## src/rtl/a2d_sequencer.sv

```systemverilog
// a2d_sequencer: round-robin scheduler for the shared SPI A2D converter.
// Each nxt request runs one two-transaction conversion (channel select, then
// read) for the next of four slots and stores the 12-bit result.
module a2d_sequencer #(
    parameter logic [2:0] CH0     = 3'd0,   // slot 0: left load cell
    parameter logic [2:0] CH1     = 3'd4,   // slot 1: right load cell
    parameter logic [2:0] CH2     = 3'd5,   // slot 2: steering pot
    parameter logic [2:0] CH3     = 3'd6,   // slot 3: battery
    parameter int         GAP_CYC = 2,      // idle clocks between select done and read wrt
    parameter int         TMO_CYC = 1024    // clocks to wait for done before aborting
) (
    input  logic        clk,
    input  logic        rst,
    input  logic        nxt,
    input  logic        done,
    input  logic [15:0] rd_data,
    input  logic        clr_err,
    output logic        wrt,
    output logic [15:0] cmd,
    output logic [11:0] lft_ld,
    output logic [11:0] rght_ld,
    output logic [11:0] steer_pot,
    output logic [11:0] batt,
    output logic        busy,
    output logic        rnd_done,
    output logic        err
);

    localparam int GAP_W = $clog2(GAP_CYC + 1);
    localparam int TMO_W = $clog2(TMO_CYC + 1);
    localparam logic [GAP_W-1:0] GAP_LAST = GAP_W'(GAP_CYC - 1);
    localparam logic [TMO_W-1:0] TMO_LAST = TMO_W'(TMO_CYC - 1);

    typedef enum logic [1:0] {IDLE, WAIT_SEL, GAP, WAIT_RD} state_t;

    state_t           state_q, state_d;
    logic [1:0]       slot_q, slot_d;
    logic [GAP_W-1:0] gap_cnt_q, gap_cnt_d;
    logic [TMO_W-1:0] tmo_cnt_q, tmo_cnt_d;
    logic             wrt_q, wrt_d;
    logic [15:0]      cmd_q, cmd_d;
    logic [11:0]      res_q [4];
    logic [11:0]      res_d [4];
    logic             busy_q, busy_d;
    logic             rnd_done_q, rnd_done_d;
    logic             err_q, err_d;

    logic [2:0]       ch_sel;
    logic             gap_hit;
    logic             tmo_hit;
    logic             tmo_abort;

    // Only the low 12 bits of the SPI response carry the conversion result.
    logic unused_rd_hi;
    assign unused_rd_hi = ^rd_data[15:12];

    assign gap_hit = (gap_cnt_q == GAP_LAST);
    assign tmo_hit = (tmo_cnt_q == TMO_LAST);

    // Map the current slot to its converter channel.
    always_comb begin
        case (slot_q)
            2'd0:    ch_sel = CH0;
            2'd1:    ch_sel = CH1;
            2'd2:    ch_sel = CH2;
            default: ch_sel = CH3;
        endcase
    end

    // State register; synchronous reset abandons any open SPI transaction.
    always_ff @(posedge clk) begin
        // NOTE: sequential state uses <= so every flop samples pre-edge values.
        if (rst) state_q <= IDLE;
        else     state_q <= state_d;
    end

    // Next-state logic; done wins over a timeout in the same clock.
    always_comb begin
        state_d = state_q;
        case (state_q)
            IDLE:     if (nxt) state_d = WAIT_SEL;
            WAIT_SEL: if (done) state_d = GAP;
                      else if (tmo_hit) state_d = IDLE;
            GAP:      if (gap_hit) state_d = WAIT_RD;
            WAIT_RD:  if (done || tmo_hit) state_d = IDLE;
            default:  state_d = IDLE;
        endcase
    end

    // Output and datapath next values: SPI strobes, counters, results, flags.
    always_comb begin
        // NOTE: every variable gets a default first so no path infers a latch.
        wrt_d      = 1'b0;
        cmd_d      = cmd_q;
        slot_d     = slot_q;
        gap_cnt_d  = gap_cnt_q;
        tmo_cnt_d  = tmo_cnt_q;
        res_d      = res_q;
        rnd_done_d = 1'b0;
        tmo_abort  = 1'b0;
        case (state_q)
            IDLE: begin
                if (nxt) begin
                    wrt_d     = 1'b1;
                    cmd_d     = {2'b00, ch_sel, 11'h000};
                    tmo_cnt_d = '0;
                end
            end
            WAIT_SEL: begin
                if (done)         gap_cnt_d = '0;
                else if (tmo_hit) tmo_abort = 1'b1;
                else              tmo_cnt_d = tmo_cnt_q + 1'b1;
            end
            GAP: begin
                if (gap_hit) begin
                    wrt_d     = 1'b1;
                    cmd_d     = 16'h0000;
                    tmo_cnt_d = '0;
                end else begin
                    gap_cnt_d = gap_cnt_q + 1'b1;
                end
            end
            WAIT_RD: begin
                if (done) begin
                    res_d[slot_q] = rd_data[11:0];
                    slot_d        = slot_q + 2'd1;
                    rnd_done_d    = (slot_q == 2'd3);
                end else if (tmo_hit) begin
                    tmo_abort = 1'b1;
                end else begin
                    tmo_cnt_d = tmo_cnt_q + 1'b1;
                end
            end
            default: ;
        endcase
        busy_d = (state_d != IDLE);
        // A timeout in the same clock as clr_err keeps the error visible.
        err_d  = tmo_abort ? 1'b1 : (clr_err ? 1'b0 : err_q);
    end

    // Datapath and output registers, all cleared by reset.
    always_ff @(posedge clk) begin
        if (rst) begin
            slot_q     <= '0;
            gap_cnt_q  <= '0;
            tmo_cnt_q  <= '0;
            wrt_q      <= 1'b0;
            cmd_q      <= '0;
            res_q      <= '{default: '0};
            busy_q     <= 1'b0;
            rnd_done_q <= 1'b0;
            err_q      <= 1'b0;
        end else begin
            slot_q     <= slot_d;
            gap_cnt_q  <= gap_cnt_d;
            tmo_cnt_q  <= tmo_cnt_d;
            wrt_q      <= wrt_d;
            cmd_q      <= cmd_d;
            res_q      <= res_d;
            busy_q     <= busy_d;
            rnd_done_q <= rnd_done_d;
            err_q      <= err_d;
        end
    end

    assign wrt       = wrt_q;
    assign cmd       = cmd_q;
    assign lft_ld    = res_q[0];
    assign rght_ld   = res_q[1];
    assign steer_pot = res_q[2];
    assign batt      = res_q[3];
    assign busy      = busy_q;
    assign rnd_done  = rnd_done_q;
    assign err       = err_q;

endmodule
```

## config.mk

```make
export PLATFORM = sky130hd
export DESIGN_NAME = a2d_sequencer
export DESIGN_NICKNAME = d
export VERILOG_FILES = /design/src/rtl/a2d_sequencer.sv
export SDC_FILE = /design/constraint.sdc
export NUM_CORES = 1
export LEC_CHECK = 0
export ABC_AREA = 1
export ABC_CLOCK_PERIOD_IN_PS = 1400
export BUFFER_PORTS_ARGS = -buffer_cell sky130_fd_sc_hd__buf_2
export CAP_MARGIN = 20
export CORE_UTILIZATION = 46
export DETAILED_ROUTE_END_ITERATION = 8
export GPL_ROUTABILITY_DRIVEN = 0
export PLACE_DENSITY = 0.76
export SYNTH_ARGS = -nofsm -noshare
export SYNTH_HDL_FRONTEND = slang
export SYNTH_SLANG_ARGS = --single-unit
```

## constraint.sdc

```tcl
create_clock -name clk -period 1.4 [get_ports clk]
set_input_delay 0.21 -clock clk [delete_from_list [all_inputs] [get_ports clk]]
set_output_delay 0.21 -clock clk [all_outputs]
set_load 0.01 [all_outputs]
```

-- Word-level counts from Yosys, hierarchy flattened
Index checks and enable logic that the tools add are counted.
- add/subtract/negate cells: 3
- order comparisons: 2
- equal/unequal tests: 14
- multiplexer cells: 29
- bitwise gates (word level): 3
- reductions and logical operators: 14
- operators by type and width (operator ; number):
    bitwise mux 48 bit ; 1
    2-to-1 mux 11 bit ; 4
    case mux 11 bit (3 select lines) ; 1
    2-to-1 mux 16 bit ; 2
    case mux 16 bit (2 select lines) ; 1
    demux 12 bit (select 2 bit) ; 1
    2-to-1 mux 2 bit ; 7
    2-to-1 mux 12 bit ; 1
    != test 2 bit (second input constant) ; 6
    adder 11 x 1 -> 11 bit (second input constant) ; 1
    equality test 11 x 10 -> 1 bit (second input constant) ; 1
    case mux 3 bit (3 select lines) ; 1
    equality test 2 bit (second input constant) ; 4
    case mux 2 bit (4 select lines) ; 1
    nonzero test 2 bit ; 4
    2-to-1 mux 1 bit ; 7
    equality test 2 x 1 -> 1 bit (second input constant) ; 3
    AND reduction 3 bit ; 2
    adder 2 x 1 -> 2 bit (second input constant) ; 2
    zero test 2 bit ; 2
    case mux 2 bit (2 select lines) ; 1
    AND reduction 4 bit ; 1
    >= comparator 3 bit (second input constant) ; 1
    less-than comparator 3 x 1 -> 1 bit (second input constant) ; 1
    other kinds (8) ; 9
- flip-flop bits (word level): 85
- bits of input ports: 21
- output and inout port bits: 68
- word-level logic and storage cells: 78

-- Longest topological paths before layout
Gate-level depths: netlist of the first run.
- depth in word-level cells: 6
- gate-level depth with buffers: 10
- mapped depth without buffers: 10

-- Least setup slack after synthesis of the first run
OpenSTA, ideal clock, no wires.
- kind: flip-flop to flip-flop
- start: register tmo_cnt_q[0]
- end: register tmo_cnt_q[3]
- setup time: 0.115 ns
- arrival time: 1.316 ns
- slack: -0.031 ns
- stages on the path, launching flop included: 10
- path buffers: 1
- clock period less this slack: 1.431 ns
- cells stage by stage: dfxtp_1 > ha_1 > inv_1 > nor2_4 > nand3_2 > nand2_2 > nand2_4 > buf_6 > a21oi_1 > nor2_1
- longest elaborated chain between the ends: 4
- RTL lines (what ; line ; text):
    from (decl) ; 39 ; logic [TMO_W-1:0] tmo_cnt_q, tmo_cnt_d;
    from (signal assigned) ; 156 ; tmo_cnt_q <= tmo_cnt_d;
    adder 11 x 1 -> 11 bit ; 112, 131 ;
    2-to-1 mux 11 bit ; 111, 128 ;
    2-to-1 mux 11 bit ; 124 ; if (done) begin
    case mux 11 bit (3 select lines) ; 101 ; case (state_q)
Parallel ways exist; a longest one is shown, timed or not. The select of a mux whose other input is x is not followed.
A chain may end at the register's enable or synchronous reset.

-- Final worst setup path of the first run
- start: register tmo_cnt_q[0]
- end: register tmo_cnt_q[0]
Same word-level chain as after synthesis.

==> flow_metrics.env, run 1 <==
export IMPL_status="finished, final reports clean"
export IMPL_port_buffers=71
export IMPL_nets=514
export IMPL_diodes=0
export IMPL_layout_drive_gt1_share_pct=31.2
export IMPL_r2r_cells=9
export IMPL_vias_per_cell=4.89
export IMPL_dp_cells=546
export IMPL_p_per_area_nw_per_um2=1150
export IMPL_synth_edff_count=0
export IMPL_rsz0062_at_grt="yes"
export IMPL_p_sw_share_pct=22.8
export IMPL_grt_max_degree=38
export IMPL_min_from="clr_err"
export IMPL_setup_viol=0
export IMPL_hold_path_class="in2reg"
export IMPL_cp_max_fo=3
export IMPL_dp_slack_ps=29.2
export IMPL_initial_core_util_pct=48.6
export IMPL_wl_met1_mm=3.23
export IMPL_vias=2768
export IMPL_vdd_ir_drop_max_v=0.000696
export IMPL_avgSynthCellArea_um2=7.60
export IMPL_skew_ps=11.7
export IMPL_synthToLayoutAreaGrowth_pct=31.4
export IMPL_synth_cell_types=25
export IMPL_min_period_ps=1360
export IMPL_ys_seq_area_share_pct=49.0
export IMPL_p_int_mw=3.43
export IMPL_nFillCells=517
export IMPL_timing_rr_start="tmo_cnt_q[0]"
export IMPL_end_kind="flop"
export IMPL_grt_overflow=0
export IMPL_first_global_vias=2461
export IMPL_fp_dieH_um=82.0
export IMPL_dp_hpwl_mm=4.96
export IMPL_wl_per_cell_um=12.9
export IMPL_synthArstFlopShare_pct=0
export IMPL_yosys_area_top_type="dfxtp_1"
export IMPL_clockBufferDepth=2
export IMPL_die_area_um2=6720
export IMPL_synth_seq_cells=72
export IMPL_post_route_period_util_pct=97.4
export IMPL_final_antenna_net_count=0
export IMPL_cts_tree="built"
export IMPL_wl_met3_um=402
export IMPL_fp_row_count=28
export IMPL_multi_input_area_um2=1320
export IMPL_top_layer="met4"
export IMPL_final_cell_count_no_fill=566
export IMPL_slew_viol_final=0
export IMPL_synth_area_leaders="dfxtp_1 (49%), nor2_1 (15%), o21ai_0 (8.7%), nand2_1 (4.8%), buf_4 (4.1%)"
export IMPL_io_pins=89
export IMPL_syn_area_um2=2940
export IMPL_seq_area_um2=1450
export IMPL_hold_viol_final=0
export IMPL_core_area_um2=6060
export IMPL_synth_top_area_share_pct=49.0
export IMPL_clock_latency_ps=350
export IMPL_grt_pass1_wl_mm=11.1
export IMPL_firstDrtPassIters=6
export IMPL_cts_buffers=9
export IMPL_yosysMostFrequentCell="nor2_1"
export IMPL_p_sw_mw=1.01
export IMPL_root_buffer="clkbuf_8"
export IMPL_total_power_mw=4.45
export IMPL_crit_end="tmo_cnt_q[0]"
export IMPL_grt_antenna_before_repair=0
export IMPL_setup_worst_path_class="reg2reg"
export IMPL_synth_flop_cell="dfxtp_1"
export IMPL_synth_cells=387
export IMPL_fp_dieW_um=82.0
export IMPL_p_seq_share_pct=46.9
export IMPL_cts_clk_slew_worst_paths_ps=80
export IMPL_layout_setup_ws_ps=36.7
export IMPL_fmax_mhz=734
export IMPL_fin_hold_ws_ps=122
export IMPL_grtUsageTotal_pct=22.0
export IMPL_synth_commonest_cells="nor2_1 (114), dfxtp_1 (72), o21ai_0 (51), nand2_1 (38), inv_1 (26)"
export IMPL_clock_sinks=72
export IMPL_wl_met2_mm=3.51
export IMPL_ys_warn_count=0
export IMPL_h_tree_depth=3
export IMPL_crit_path_start="tmo_cnt_q[0]"
export IMPL_cap_violations=0
export IMPL_pwr_share_comb_pct=7.2
export IMPL_rr_endpoint="tmo_cnt_q[0]"
export IMPL_rrSetupSlack_ps=40
export IMPL_cp_arrival_ps=1600
export IMPL_post_route_drc_count=0
export IMPL_leakagePower_nw=1.85
export IMPL_first_iter_violations=121
export IMPL_pwr_share_clk_pct=45.9
export IMPL_totalWireLength_mm=7.31
export IMPL_required_ps=1630
export IMPL_cp_start_kind="flop"
-- layout by cell type, fill, tap and decap left out, types with 2 or more instances in the layout --
cell type / synthesis / routed
a21oi_1: 13 / 11
a21oi_2: 0 / 2
buf_12: 0 / 2
buf_2: 4 / 71
buf_4: 16 / 31
bufinv_16: 0 / 3
clkbuf_8: 0 / 10
conb_1: 1 / 13
dfxtp_1: 72 / 65
dfxtp_2: 0 / 6
ha_1: 7 / 5
ha_2: 0 / 2
inv_1: 26 / 25
inv_2: 4 / 5
nand2_1: 38 / 35
nand2_2: 1 / 3
nand3_1: 16 / 16
nor2_1: 114 / 109
nor2_2: 0 / 4
nor2_4: 1 / 2
o211a_1: 2 / 2
o21ai_0: 51 / 47
o21ai_1: 4 / 8
-- registers in the layout (all words and copies together) (netlist names), 2 cells and up --
| register | flops |
|---|---|
| gap_cnt_q | 2 |
| tmo_cnt_q | 11 |
| state_q | 2 |
| slot_q | 2 |
| steer_pot | 12 |
| batt | 12 |
| lft_ld | 12 |
| cmd | 3 |
| rght_ld | 12 |
-- timing repair --
action,4_1_cts,5_1_grt
buffers inserted,0,3
hold buffers,0,0
endpoints found under the setup margin,0,53
resized for setup,0,29
endpoints found under the hold margin,0,0
-- cells by family (layout without fill, tap and decap cells) --
logic type,Yosys count,after routing,share of synthesized area [%]
AND/OR/NAND/NOR,176,176,24.8
other,1,13,0.127
XOR/XNOR,1,1,0.298
flip-flops,72,72,49.0
buffers and inverters,59,151,9.99
AO/OA/AOI/OAI,71,71,12.8
adder cells (fa/ha/maj),7,7,2.98
-- per-layer routing --
metal / vias up / track usage (%)
met5: - / 0
met4: 0 / 9.82
met3: 18 / 5.33
met2: 97 / 34.9
met1: 1251 / 28.2
li1: 1402 / -
-- worst min path at each step --
stage / to / slack [ps] / cells past startpoint
2_1_floorplan: batt[0] / 340 / 2
4_1_cts: err / 120 / 4
5_1_grt: err / 140 / 4
6_report: err / 120 / 4
3_5_place_dp: cmd[11] / 450 / 2
3_3_place_gp: cmd[11] / 450 / 2
-- metrics by stage --
step           TNS [ps]  utilization [%]  cell area [um^2]
2_1_floorplan         0                -              2990
3_3_place_gp          0             57.7              3500
3_5_place_dp          0             57.7              3500
4_1_cts               0             61.8              3750
5_1_grt            -264             63.8              3870
6_report              0             63.8              3870
-- cell type report --
class,count,area share (%)
flip-flops and latches,72,37.6
multi-input cells,268,34.0
repair buffers,105,16.5
clock buffers,10,3.56
clock inverters,6,2.98
inverters,30,2.91
well taps,75,2.43
-- power by group through the flow --
stage	Combinational [mW]	Sequential, mW	Clock [mW]
floorplan	0.195	2.14	0
global placement	0.270	2.13	0
detailed placement	0.275	2.13	0
CTS	0.279	2.08	2.05
global route	0.355	2.09	2.14
finish	0.321	2.09	2.04
-- critical path: stages, from the launching register on --
cell     delay (ps)
dfxtp_2         330
ha_2            160
inv_1            60
nor2_4          110
nand3_4          90
nand2_4         120
buf_4           120
inv_1            50
o21ai_1         150
a21oi_1          60
No activity file was read; power rests on OpenSTA's default activity.
==> run 2: changes to the inputs <==
- ABC_AREA: 1 -> 0
- BUFFER_PORTS_ARGS: -buffer_cell sky130_fd_sc_hd__buf_2 -> default
- CORE_UTILIZATION: 46 -> 56
- DONT_BUFFER_PORTS: default -> 1
- PLACE_DENSITY: 0.76 -> 0.75
==> run 2 against run 1 <==
Compared with the run above:
- the run now ends with hold timing left
- combinational power shrank 54%
- sequential power hardly changed
- clock skew down 4.1 ps
- count of clock-buffer cells in the layout unchanged
- first-iteration DRC count up 60%
- die area fell by 18%
- cell count is 23% lower
- worst setup slack lost 27 ps
==> flow_metrics.env, run 2 <==
export IMPL_first_global_vias=2068
export IMPL_total_power_mw=4.03
export IMPL_crit_buf_inv=1
export IMPL_min_from="rst"
export IMPL_core_area_um2=4850
export IMPL_setup_viol=0
export IMPL_violations="hold timing"
export IMPL_timing_rr_start="tmo_cnt_q[0]"
export IMPL_diodes=0
export IMPL_die_area_um2=5480
export IMPL_fp_dieW_um=74.0
export IMPL_max_stage_delay_ps=370
export IMPL_clock_latency_ps=350
export IMPL_vdd_ir_drop_max_v=0.000605
export IMPL_hold_path_class="in2reg"
export IMPL_clock_sinks=72
export IMPL_synth_commonest_cells="nand2_1 (108), dfxtp_1 (72), a21oi_1 (59), buf_4 (15), buf_2 (9)"
export IMPL_vias=2372
export IMPL_synth_cell_types=42
export IMPL_top_layer="met4"
export IMPL_synth_cells=353
export IMPL_fin_hold_ws_ps=-82.3
export IMPL_grt_pass1_wl_mm=10.1
export IMPL_wl_met3_um=620
export IMPL_nFillCells=388
export IMPL_cts_buffers=9
export IMPL_hold_viol_final=60
export IMPL_wl_per_cell_um=14.8
export IMPL_avgSynthCellArea_um2=8.23
export IMPL_final_antenna_net_count=0
export IMPL_synthToLayoutAreaGrowth_pct=16.4
export IMPL_h_tree_depth=3
export IMPL_vias_per_cell=5.42
export IMPL_yosys_area_top_type="dfxtp_1"
export IMPL_clockBufferDepth=2
export IMPL_cp_slowest_cell="dfxtp_4"
export IMPL_fp_row_count=25
export IMPL_fmax_mhz=719
export IMPL_ys_warn_count=0
export IMPL_first_iter_violations=194
export IMPL_rsz0062_at_grt="yes"
export IMPL_io_pins=89
export IMPL_dp_hpwl_mm=4.48
export IMPL_final_cell_count_no_fill=438
export IMPL_grt_max_degree=63
export IMPL_post_route_period_util_pct=99.3
export IMPL_critPathTopFamily="simple AND/OR/NAND/NOR gates"
export IMPL_leakagePower_nw=1.21
export IMPL_dp_cells=419
export IMPL_cts_tree="built"
export IMPL_synth_seq_cells=72
export IMPL_synth_top_area_share_pct=49.6
export IMPL_slew_viol_final=0
export IMPL_required_ps=1660
export IMPL_synth_flop_cell="dfxtp_1"
export IMPL_nets=394
export IMPL_grtUsageTotal_pct=24.9
export IMPL_layout_drive_gt1_share_pct=17.5
export IMPL_syn_area_um2=2910
export IMPL_synth_edff_count=0
export IMPL_crit_path_start="tmo_cnt_q[0]"
export IMPL_cap_violations=0
export IMPL_p_per_area_nw_per_um2=1190
export IMPL_ys_seq_area_share_pct=49.6
export IMPL_synthArstFlopShare_pct=0
export IMPL_skew_ps=7.60
export IMPL_fp_dieH_um=74.0
export IMPL_grt_overflow=0
export IMPL_cp_start_kind="flop"
export IMPL_root_buffer="clkbuf_8"
export IMPL_cts_clk_slew_worst_paths_ps=80
export IMPL_end_kind="flop"
export IMPL_synth_area_leaders="dfxtp_1 (50%), nand2_1 (14%), a21oi_1 (10%), buf_4 (3.9%), ha_1 (3.0%)"
export IMPL_crit_chain="ha_4, nand4_1, buf_6, nor3_4, and4b_1, nor3_1"
export IMPL_setup_worst_path_class="reg2reg"
export IMPL_cp_max_fo=6
export IMPL_yosysMostFrequentCell="nand2_1"
export IMPL_totalWireLength_mm=6.48
export IMPL_cp_arrival_ps=1650
export IMPL_status="finished with violations"
export IMPL_port_buffers=0
export IMPL_seq_area_um2=1460
export IMPL_final_cell_mix="nand2_1 (105), dfxtp_1 (62), a21oi_1 (59), buf_4 (18), conb_1 (13)"
export IMPL_firstDrtPassIters=4
export IMPL_min_period_ps=1390
export IMPL_fin_tns_setup_ps=0
export IMPL_grt_antenna_before_repair=0
export IMPL_initial_core_util_pct=59.9
export IMPL_multi_input_area_um2=1380
export IMPL_final_common_cell="nand2_1"
export IMPL_post_route_drc_count=0
export IMPL_wl_met1_mm=2.80
export IMPL_wl_met2_mm=2.95
-- run 2: cell count changes in the layout (fill, tap and decap cells not counted), moves of 5 or more --
cell     change
a21oi_1     +48
nor2_1     -101
nand2_1     +70
o21ai_1      -6
nand3_1     -10
nor3_1       +5
inv_1       -21
o21ai_0     -45
buf_4       -13
buf_2       -71
-- run 2: report_power, final --
part	internal, mW	switching [mW]
clock	1.01	0.791
sequential	2.06	0.0193
combinational	0.0622	0.0849
total	3.13	0.895
-- run 2: layout make-up --
cell class	instances	area share, %
repair buffers	23	6.44
clock inverters	6	2.74
clock buffers	10	3.77
inverters	5	0.555
well taps	67	2.48
flip-flops and latches	72	43.2
multi-input cells	255	40.8
-- run 2: path summary, 6_finish.rpt --
path / end / slack, ps / depth (start not counted)
worst min-delay path: tmo_cnt_q[1] / -80 / 1
worst max-delay path: tmo_cnt_q[2] / 9 / 6
worst min register to register: tmo_cnt_q[10] / 440 / 2
worst max register to register: tmo_cnt_q[2] / 9 / 6
-- run 2: kinds of logic (layout without fill, tap and decap cells) --
| kind of cell | count (synthesis) | count (layout) | share of synthesized area, % |
|---|---|---|---|
| AOI/OAI and AO/OA | 77 | 77 | 14.8 |
| xor gates and xnor gates | 3 | 3 | 0.905 |
| adders and majority gates | 7 | 7 | 3.01 |
| buffers and inverters | 38 | 44 | 7.49 |
| DFF | 72 | 72 | 49.6 |
| muxes | 3 | 3 | 1.03 |
| other | 1 | 13 | 0.129 |
| and+or+nand+nor | 152 | 152 | 23.0 |
-- run 2: worst register-to-register path, stage by stage (launching register included) --
cell	delay, ps
dfxtp_4	370
ha_4	160
nand4_1	100
buf_6	150
nor3_4	170
and4b_1	220
nor3_1	140
-- run 2: layer usage --
metal / vias to the layer above / track usage [%]
met4: 0 / 13.2
li1: 1180 / -
met3: 12 / 7.99
met5: - / 0
met1: 1097 / 33.4
met2: 83 / 35.6
-- run 2: what timing repair did --
action                                 in CTS  in global routing
buffers inserted                            2                  1
setup endpoints to repair                  13                 61
pin swaps                                   4                  9
gates resized for setup                    12                 25
endpoints found under the hold margin      60                 60
-- run 2: through the flow --
stage | utilization [%] | hold slack [ps] | setup slack, ps | cell area, um^2
CTS | 68.2 | -92.5 | -18.5 | 3310
global route | 69.7 | -92.4 | -102 | 3380
detailed placement | 62.5 | 286 | -90.3 | 3030
floorplan | - | 346 | 6.17 | 2960
finish | 69.7 | -82.3 | 9.25 | 3380
global placement | 62.5 | 285 | -25.0 | 3030
